### config.mk
export PLATFORM = sky130hd
export DESIGN_NAME = noc_output_arbiter_flat
export DESIGN_NICKNAME = d
export VERILOG_FILES = /design/src/rtl/noc_output_arbiter_if.sv /design/src/rtl/noc_output_arbiter.sv /design/src/flat_wrapper.sv
export SDC_FILE = /design/constraint.sdc
export NUM_CORES = 1
export LEC_CHECK = 0
export BUFFER_PORTS_ARGS = -buffer_cell sky130_fd_sc_hd__buf_4
export CORE_ASPECT_RATIO = 1.4
export CORE_MARGIN = 2
export CORE_UTILIZATION = 47
export CTS_BUF_LIST = sky130_fd_sc_hd__clkbuf_8
export DETAILED_ROUTE_END_ITERATION = 10
export PLACE_DENSITY = 0.88
export SLEW_MARGIN = 10
export SYNTH_ARGS = -nofsm -noshare
export SYNTH_HDL_FRONTEND = slang
export SYNTH_SLANG_ARGS = --single-unit
### constraint.sdc
create_clock -name clk -period 4.45 [get_ports clk]
set_input_delay 0.2225 -clock clk [delete_from_list [all_inputs] [get_ports clk]]
set_output_delay 0.2225 -clock clk [all_outputs]
set_load 0.05 [all_outputs]
### src/rtl/noc_output_arbiter_if.sv
// rtl/noc_output_arbiter_if.sv - queue-head and output-link bundle for the wormhole output arbiter
interface noc_output_arbiter_if #(
    parameter int N_IN   = 4,
    parameter int FLIT_W = 34,
    parameter int IDX_W  = $clog2(N_IN)
);
    logic [N_IN-1:0]        q_empty;
    logic [N_IN*FLIT_W-1:0] q_data;
    logic [N_IN-1:0]        q_re;
    logic                   out_valid;
    logic [FLIT_W-1:0]      out_flit;
    logic                   out_ready;
    logic                   lock_valid;
    logic [IDX_W-1:0]       lock_id;
    logic                   proto_err;

    // Arbiter side
    modport master (
        input  q_empty, q_data, out_ready,
        output q_re, out_valid, out_flit, lock_valid, lock_id, proto_err
    );

    // Queue/link side
    modport slave (
        output q_empty, q_data, out_ready,
        input  q_re, out_valid, out_flit, lock_valid, lock_id, proto_err
    );
endinterface

### src/rtl/noc_output_arbiter.sv
// rtl/noc_output_arbiter.sv - round-robin wormhole allocator popping FWFT queues into a registered output
module noc_output_arbiter #(
    parameter int N_IN   = 4,
    parameter int FLIT_W = 34,
    parameter int IDX_W  = $clog2(N_IN)
) (
    input  logic                  clk,
    input  logic                  rst_n,
    noc_output_arbiter_if.master  bus
);

    localparam logic [1:0] T_BODY   = 2'b00;
    localparam logic [1:0] T_HEAD   = 2'b01;
    localparam logic [1:0] T_TAIL   = 2'b10;
    localparam logic [1:0] T_SINGLE = 2'b11;

    typedef enum logic {
        S_IDLE   = 1'b0,
        S_LOCKED = 1'b1
    } state_t;

    state_t             r_state;
    state_t             w_state_nxt;
    logic [IDX_W-1:0]   r_rr_ptr;
    logic [IDX_W-1:0]   r_lock_id;
    logic               r_out_valid;
    logic [FLIT_W-1:0]  r_out_flit;
    logic               r_proto_err;

    logic               w_can_load;
    logic [FLIT_W-1:0]  w_head [N_IN];
    logic [N_IN-1:0]    w_req;
    logic [N_IN-1:0]    w_bad;
    logic               w_found;
    logic [IDX_W-1:0]   w_win;
    logic [IDX_W-1:0]   w_idx;
    logic               w_pop;
    logic [IDX_W-1:0]   w_pop_idx;
    logic [FLIT_W-1:0]  w_pop_flit;
    logic [1:0]         w_pop_type;
    logic [N_IN-1:0]    w_q_re;

    // The output register may take a new flit when empty or being drained this cycle
    assign w_can_load = !r_out_valid || bus.out_ready;

    // Classify each queue head: packet starts may request, anything else at a head is malformed
    always_comb begin
        for (int i = 0; i < N_IN; i++) begin
            w_head[i] = bus.q_data[i*FLIT_W +: FLIT_W];
            w_req[i]  = !bus.q_empty[i] &&
                        ((w_head[i][FLIT_W-1 -: 2] == T_HEAD) || (w_head[i][FLIT_W-1 -: 2] == T_SINGLE));
            w_bad[i]  = !bus.q_empty[i] &&
                        ((w_head[i][FLIT_W-1 -: 2] == T_BODY) || (w_head[i][FLIT_W-1 -: 2] == T_TAIL));
        end
    end

    // Circular first-requester search starting at the round-robin pointer
    always_comb begin
        w_found = 1'b0;
        w_win   = '0;
        w_idx   = '0;
        for (int k = 0; k < N_IN; k++) begin
            w_idx = IDX_W'((int'(r_rr_ptr) + k) % N_IN);
            if (!w_found && w_req[w_idx]) begin
                w_found = 1'b1;
                w_win   = w_idx;
            end
        end
    end

    // State register; reset abandons any packet in flight
    always_ff @(posedge clk or negedge rst_n) begin
        if (!rst_n) begin
            r_state <= S_IDLE;
        end else begin
            r_state <= w_state_nxt;
        end
    end

    // Next state: a popped head opens a lock, only a popped tail closes it
    always_comb begin
        w_state_nxt = r_state;
        case (r_state)
            S_IDLE:   if (w_pop && (w_pop_type == T_HEAD)) w_state_nxt = S_LOCKED;
            S_LOCKED: if (w_pop && (w_pop_type == T_TAIL)) w_state_nxt = S_IDLE;
            default:  w_state_nxt = S_IDLE;
        endcase
    end

    // Outputs of the FSM: which queue pops this cycle; no strobe may escape during reset
    always_comb begin
        w_pop     = 1'b0;
        w_pop_idx = w_win;
        w_q_re    = '0;
        if (r_state == S_IDLE) begin
            w_pop     = w_can_load && w_found;
            w_pop_idx = w_win;
        end else begin
            w_pop     = w_can_load && !bus.q_empty[r_lock_id];
            w_pop_idx = r_lock_id;
        end
        w_pop_flit = w_head[w_pop_idx];
        w_pop_type = w_pop_flit[FLIT_W-1 -: 2];
        if (w_pop && rst_n) begin
            w_q_re[w_pop_idx] = 1'b1;
        end
    end

    // Output stage, round-robin pointer, lock owner and sticky error flag
    always_ff @(posedge clk or negedge rst_n) begin
        if (!rst_n) begin
            r_out_valid <= 1'b0;
            r_out_flit  <= '0;
            r_rr_ptr    <= '0;
            r_lock_id   <= '0;
            r_proto_err <= 1'b0;
        end else begin
            if (w_can_load) begin
                r_out_valid <= w_pop;
                if (w_pop) begin
                    r_out_flit <= w_pop_flit;
                end
            end
            if ((r_state == S_IDLE) && w_pop) begin
                r_rr_ptr <= (w_win == IDX_W'(N_IN - 1)) ? '0 : w_win + 1'b1;
                if (w_pop_type == T_HEAD) begin
                    r_lock_id <= w_win;
                end
            end
            if (((r_state == S_IDLE) && (|w_bad)) ||
                ((r_state == S_LOCKED) && w_pop &&
                 ((w_pop_type == T_HEAD) || (w_pop_type == T_SINGLE)))) begin
                r_proto_err <= 1'b1;
            end
        end
    end

    assign bus.q_re       = w_q_re;
    assign bus.out_valid  = r_out_valid;
    assign bus.out_flit   = r_out_flit;
    assign bus.lock_valid = (r_state == S_LOCKED);
    assign bus.lock_id    = r_lock_id;
    assign bus.proto_err  = r_proto_err;

endmodule
### src/flat_wrapper.sv
// flat-port wrapper written by rule: the top's interface ports become plain ports
module noc_output_arbiter_flat 
#(
    parameter int N_IN   = 4,
    parameter int FLIT_W = 34,
    parameter int IDX_W  = $clog2(N_IN)
)
  (clk, rst_n, bus_q_empty, bus_q_data, bus_out_ready, bus_q_re, bus_out_valid, bus_out_flit, bus_lock_valid, bus_lock_id, bus_proto_err);
  noc_output_arbiter_if #(.N_IN(N_IN), .FLIT_W(FLIT_W), .IDX_W(IDX_W)) bus_i ();
  input  logic clk;
  input  logic rst_n;
  input wire logic [$bits(bus_i.q_empty)-1:0] bus_q_empty;
  input wire logic [$bits(bus_i.q_data)-1:0] bus_q_data;
  input wire logic [$bits(bus_i.out_ready)-1:0] bus_out_ready;
  output wire logic [$bits(bus_i.q_re)-1:0] bus_q_re;
  output wire logic [$bits(bus_i.out_valid)-1:0] bus_out_valid;
  output wire logic [$bits(bus_i.out_flit)-1:0] bus_out_flit;
  output wire logic [$bits(bus_i.lock_valid)-1:0] bus_lock_valid;
  output wire logic [$bits(bus_i.lock_id)-1:0] bus_lock_id;
  output wire logic [$bits(bus_i.proto_err)-1:0] bus_proto_err;
  assign bus_i.q_empty = bus_q_empty;
  assign bus_i.q_data = bus_q_data;
  assign bus_i.out_ready = bus_out_ready;
  assign bus_q_re = bus_i.q_re;
  assign bus_out_valid = bus_i.out_valid;
  assign bus_out_flit = bus_i.out_flit;
  assign bus_lock_valid = bus_i.lock_valid;
  assign bus_lock_id = bus_i.lock_id;
  assign bus_proto_err = bus_i.proto_err;
  noc_output_arbiter #(.N_IN(N_IN), .FLIT_W(FLIT_W), .IDX_W(IDX_W)) u_core (.clk(clk), .rst_n(rst_n), .bus(bus_i));
endmodule
==> run_summary.xml <==
<?xml version="1.0" encoding="UTF-8"?>
<metrics>
  <group name="timing">
    <metric name="post-route-period-util" unit="%">66.1</metric>
    <metric name="number_of_max_slew_violations_in_the_final_report" unit="">0</metric>
    <metric name="skew" unit="ps">11.3</metric>
    <metric name="timing_worst_slew_pin_value" unit="ps">1000</metric>
    <metric name="timing.slew.headroom" unit="%">33.1</metric>
    <metric name="finalHoldViolCount" unit="">0</metric>
    <metric name="layout_min_cycle_time" unit="ps">2940</metric>
    <metric name="fmaxAchievable" unit="MHz">340</metric>
    <metric name="worst_hold_slack" unit="ps">204</metric>
    <metric name="grt_setup_unrepaired" unit="">false</metric>
    <metric name="setup_violations" unit="">0</metric>
    <metric name="layout_setup_ws" unit="ps">1510</metric>
    <metric name="setup_total_negative_slack" unit="ps">0</metric>
  </group>
  <group name="setup_path">
    <metric name="worstPathArrival" unit="ps">3080</metric>
    <metric name="timing.critical_path.from_type" unit="">register</metric>
    <metric name="worst_r2r_path_depth" unit="">7</metric>
    <metric name="worst-path-max-fanout" unit="">42</metric>
    <metric name="timing.rr.start" unit="">u_core.r_rr_ptr[1]$_DFFE_PN0P_</metric>
    <metric name="reg2reg_setup_slack" unit="ps">1510</metric>
    <metric name="setup.worst_path.end_class" unit="">register</metric>
    <metric name="req_time_crit_path" unit="ps">4590</metric>
    <metric name="worstSetupEndpoint" unit="">u_core.bus.out_flit[25]$_DFFE_PN0P_</metric>
    <metric name="crit-reg2reg-capture" unit="">u_core.bus.out_flit[25]$_DFFE_PN0P_</metric>
    <metric name="path_class" unit="">reg2reg</metric>
    <metric name="cp-startpoint" unit="">u_core.r_rr_ptr[1]$_DFFE_PN0P_</metric>
  </group>
  <group name="logic_synthesis">
    <metric name="synth-seq-area-share" unit="%">36.4</metric>
    <metric name="simple_gate_share_of_the_synthesized_area" unit="%">8.71</metric>
    <metric name="post_synth.cell_area_avg" unit="um^2">10.0</metric>
    <metric name="yosysWarnings" unit="">0</metric>
    <metric name="synth_xor_area_share" unit="%">0</metric>
    <metric name="synth_enable_flop_cells" unit="">0</metric>
    <metric name="synth_area" unit="um^2">2820</metric>
    <metric name="post_synth_num_cell_types" unit="">47</metric>
    <metric name="synth_top_cells_by_area" unit="">sky130_fd_sc_hd__dfrtp_1, sky130_fd_sc_hd__mux2i_1, sky130_fd_sc_hd__a2bb2oi_1, sky130_fd_sc_hd__o21ai_0, sky130_fd_sc_hd__o21ai_1</metric>
    <metric name="postSynthCellCount" unit="">281</metric>
    <metric name="synth_compound_gate_area_share" unit="%">25.9</metric>
    <metric name="synth_fa_ha_area_share" unit="%">0</metric>
    <metric name="synth.area.mux_share" unit="%">24.3</metric>
    <metric name="number_of_nets_produced_by_synthesis" unit="">424</metric>
    <metric name="synth_top_area_share" unit="%">36.4</metric>
    <metric name="synth_async_sr_flop_share" unit="%">100</metric>
    <metric name="synth-seq-cells" unit="">41</metric>
    <metric name="ys.flop_type" unit="">sky130_fd_sc_hd__dfrtp_1</metric>
    <metric name="dominant_combinational_cell_family_by_area_after_synthesis" unit="">compound AO/OA/AOI/OAI gates</metric>
    <metric name="synth.largest_area_cell" unit="">sky130_fd_sc_hd__dfrtp_1</metric>
  </group>
  <group name="placed_design">
    <metric name="dp.cells" unit="">518</metric>
    <metric name="preCtsSetupSlack" unit="ps">1550</metric>
    <metric name="detailedPlacementHpwl" unit="um">7040</metric>
    <metric name="gp_routability_congestion" unit="">0.855</metric>
    <metric name="port-buffer-count" unit="">185</metric>
    <metric name="placedInstanceArea" unit="um^2">4210</metric>
  </group>
  <group name="die">
    <metric name="die_height" unit="um">95.6</metric>
    <metric name="core_area" unit="um^2">5820</metric>
    <metric name="die_w" unit="um">69.4</metric>
    <metric name="floorplan.rows" unit="">33</metric>
    <metric name="top_level_ports" unit="">186</metric>
    <metric name="initial_core_util" unit="%">48.4</metric>
    <metric name="die-area" unit="um^2">6640</metric>
  </group>
  <group name="cells_and_area">
    <metric name="layout.cells.most_common" unit="">sky130_fd_sc_hd__buf_4</metric>
    <metric name="final_net_count" unit="">599</metric>
    <metric name="stdcell_count" unit="">527</metric>
    <metric name="areaGrowthSynthToFinish" unit="%">54.6</metric>
    <metric name="post_route_cells_drive_above_1_share" unit="%">44.2</metric>
    <metric name="final_cell_mix" unit="">sky130_fd_sc_hd__buf_4, sky130_fd_sc_hd__mux2i_1, sky130_fd_sc_hd__dfrtp_1</metric>
    <metric name="antenna-diode-count" unit="">0</metric>
    <metric name="post-route-cell-area" unit="um^2">4360</metric>
    <metric name="postLayoutCoreUtil" unit="%">74.8</metric>
  </group>
  <group name="cts">
    <metric name="cts_buffer_depth" unit="">2</metric>
    <metric name="cts_tree" unit="">done</metric>
    <metric name="numClockSinks" unit="">41</metric>
    <metric name="cts_resized" unit="">0</metric>
    <metric name="ctsRootBufferMaster" unit="">sky130_fd_sc_hd__clkbuf_8</metric>
    <metric name="cts_htree_levels" unit="">2</metric>
    <metric name="clk_pin_slew_worst_paths" unit="ps">90</metric>
    <metric name="clock_insertion_delay_worst_skew" unit="ps">290</metric>
    <metric name="numCtsBuffers" unit="">5</metric>
  </group>
  <group name="detailed_routing">
    <metric name="dr_total_vias" unit="">3012</metric>
    <metric name="drt_pre_antenna_iters" unit="">4</metric>
    <metric name="wl_per_cell" unit="um">17.1</metric>
    <metric name="routed_wl" unit="um">9020</metric>
    <metric name="post-route-drc-count" unit="">0</metric>
    <metric name="avgViaCountPerCell" unit="">5.72</metric>
    <metric name="drt_iter0_drc" unit="">186</metric>
    <metric name="ant_nets" unit="">0</metric>
  </group>
  <group name="power_and_ir_drop">
    <metric name="vdd_ir_drop_max" unit="uV">422</metric>
    <metric name="totalPowerFinal" unit="mW">3.29</metric>
    <metric name="powerDensity" unit="nW/um^2">755</metric>
    <metric name="power.static_leakage" unit="nW">2.36</metric>
  </group>
  <group name="global_routing">
    <metric name="grt_pass1_wl" unit="um">14200</metric>
    <metric name="number_of_antenna_violations_at_the_first_check_in_global_routing" unit="">0</metric>
    <metric name="grt_max_degree" unit="">44</metric>
    <metric name="grt_usage" unit="%">26.7</metric>
    <metric name="vias_in_the_first_global_route" unit="">3158</metric>
    <metric name="global_route_total_overflow" unit="">0</metric>
  </group>
  <group name="flow_run">
    <metric name="drv_cap" unit="">0</metric>
  </group>
  <group name="run_status">
    <metric name="outcome" unit="">completed</metric>
  </group>
  <group name="min_path">
    <metric name="min_path_type" unit="">in2reg</metric>
  </group>
</metrics>
## registers in the layout, summed over array words and instances, names as in the netlist
signal,flops
u_core.bus.lock_id,2
u_core.bus.lock_valid,1
u_core.bus.out_flit,34
u_core.bus.out_valid,1
u_core.bus.proto_err,1
u_core.r_rr_ptr,2
## layout make-up
type	count	area (um^2)
fillers	465	1470
well taps	70	87.6
repair buffers	189	1430
flip-flops and latches	41	1030
clock buffers	5	68.8
clock inverters	3	65.1
multi-input cells	215	1660
inverters	4	15.0
## where the power goes
part           switching (mW)  internal, mW
clock network           0.135         0.223
registers               0.143         0.560
logic                    1.36         0.861
total                    1.64          1.64
## worst min-delay path by stage
stage               startpoint                             endpoint  slack, ps  cells after the start
6_report       bus_q_data[116]  u_core.bus.out_flit[14]$_DFFE_PN0P_        200                      3
4_1_cts        bus_q_data[106]   u_core.bus.out_flit[4]$_DFFE_PN0P_        190                      3
2_1_floorplan            rst_n    u_core.bus.lock_id[0]$_DFFE_PN0P_        -70                      0
3_3_place_gp             rst_n     u_core.bus.proto_err$_DFFE_PN0P_        250                      1
3_5_place_dp             rst_n  u_core.bus.out_flit[33]$_DFFE_PN0P_        250                      1
5_1_grt        bus_q_data[108]   u_core.bus.out_flit[6]$_DFFE_PN0P_        200                      3
## routing by layer
layer	track usage, %	wire length [um]
met3	5.71	618
met1	28.3	3250
met2	51.8	4990
met4	9.97	164
met5	0	0
## cell families (layout without fill, tap and decap cells)
family          after synthesis  count (layout)
compound gates              104             104
buf+inv                      25             201
flops                        41              41
mux                          67              67
simple gates                 44              44
## cells in the mapped netlist (all sizes together), types with 3 or more instances
| cell | number |
|---|---|
| a211oi | 3 |
| a21oi | 5 |
| a2bb2oi | 33 |
| a31oi | 3 |
| buf | 13 |
| clkbuf | 8 |
| dfrtp | 41 |
| inv | 4 |
| mux2i | 66 |
| nand2 | 5 |
| nand2b | 4 |
| nand3 | 3 |
| nor2 | 10 |
| nor2b | 5 |
| nor3 | 3 |
| o21a | 3 |
| o21ai | 39 |
## worst max-delay path, cell delays in order (launching register included)
cell	delay [ps]
sky130_fd_sc_hd__dfrtp_1	470
sky130_fd_sc_hd__nor4bb_1	490
sky130_fd_sc_hd__or3_1	220
sky130_fd_sc_hd__o31a_2	660
sky130_fd_sc_hd__buf_12	360
sky130_fd_sc_hd__mux2i_1	250
sky130_fd_sc_hd__a2bb2oi_1	180
sky130_fd_sc_hd__o21ai_0	110
## timing repair
| item | 4_1_cts | 5_1_grt |
|---|---|---|
| endpoints found under the setup margin | 0 | 0 |
| hold buffers | 1 | 0 |
| endpoints found under the hold margin | 41 | 0 |
| buffers inserted | 0 | 0 |
Note: power is estimated with default switching activity, not from simulation.
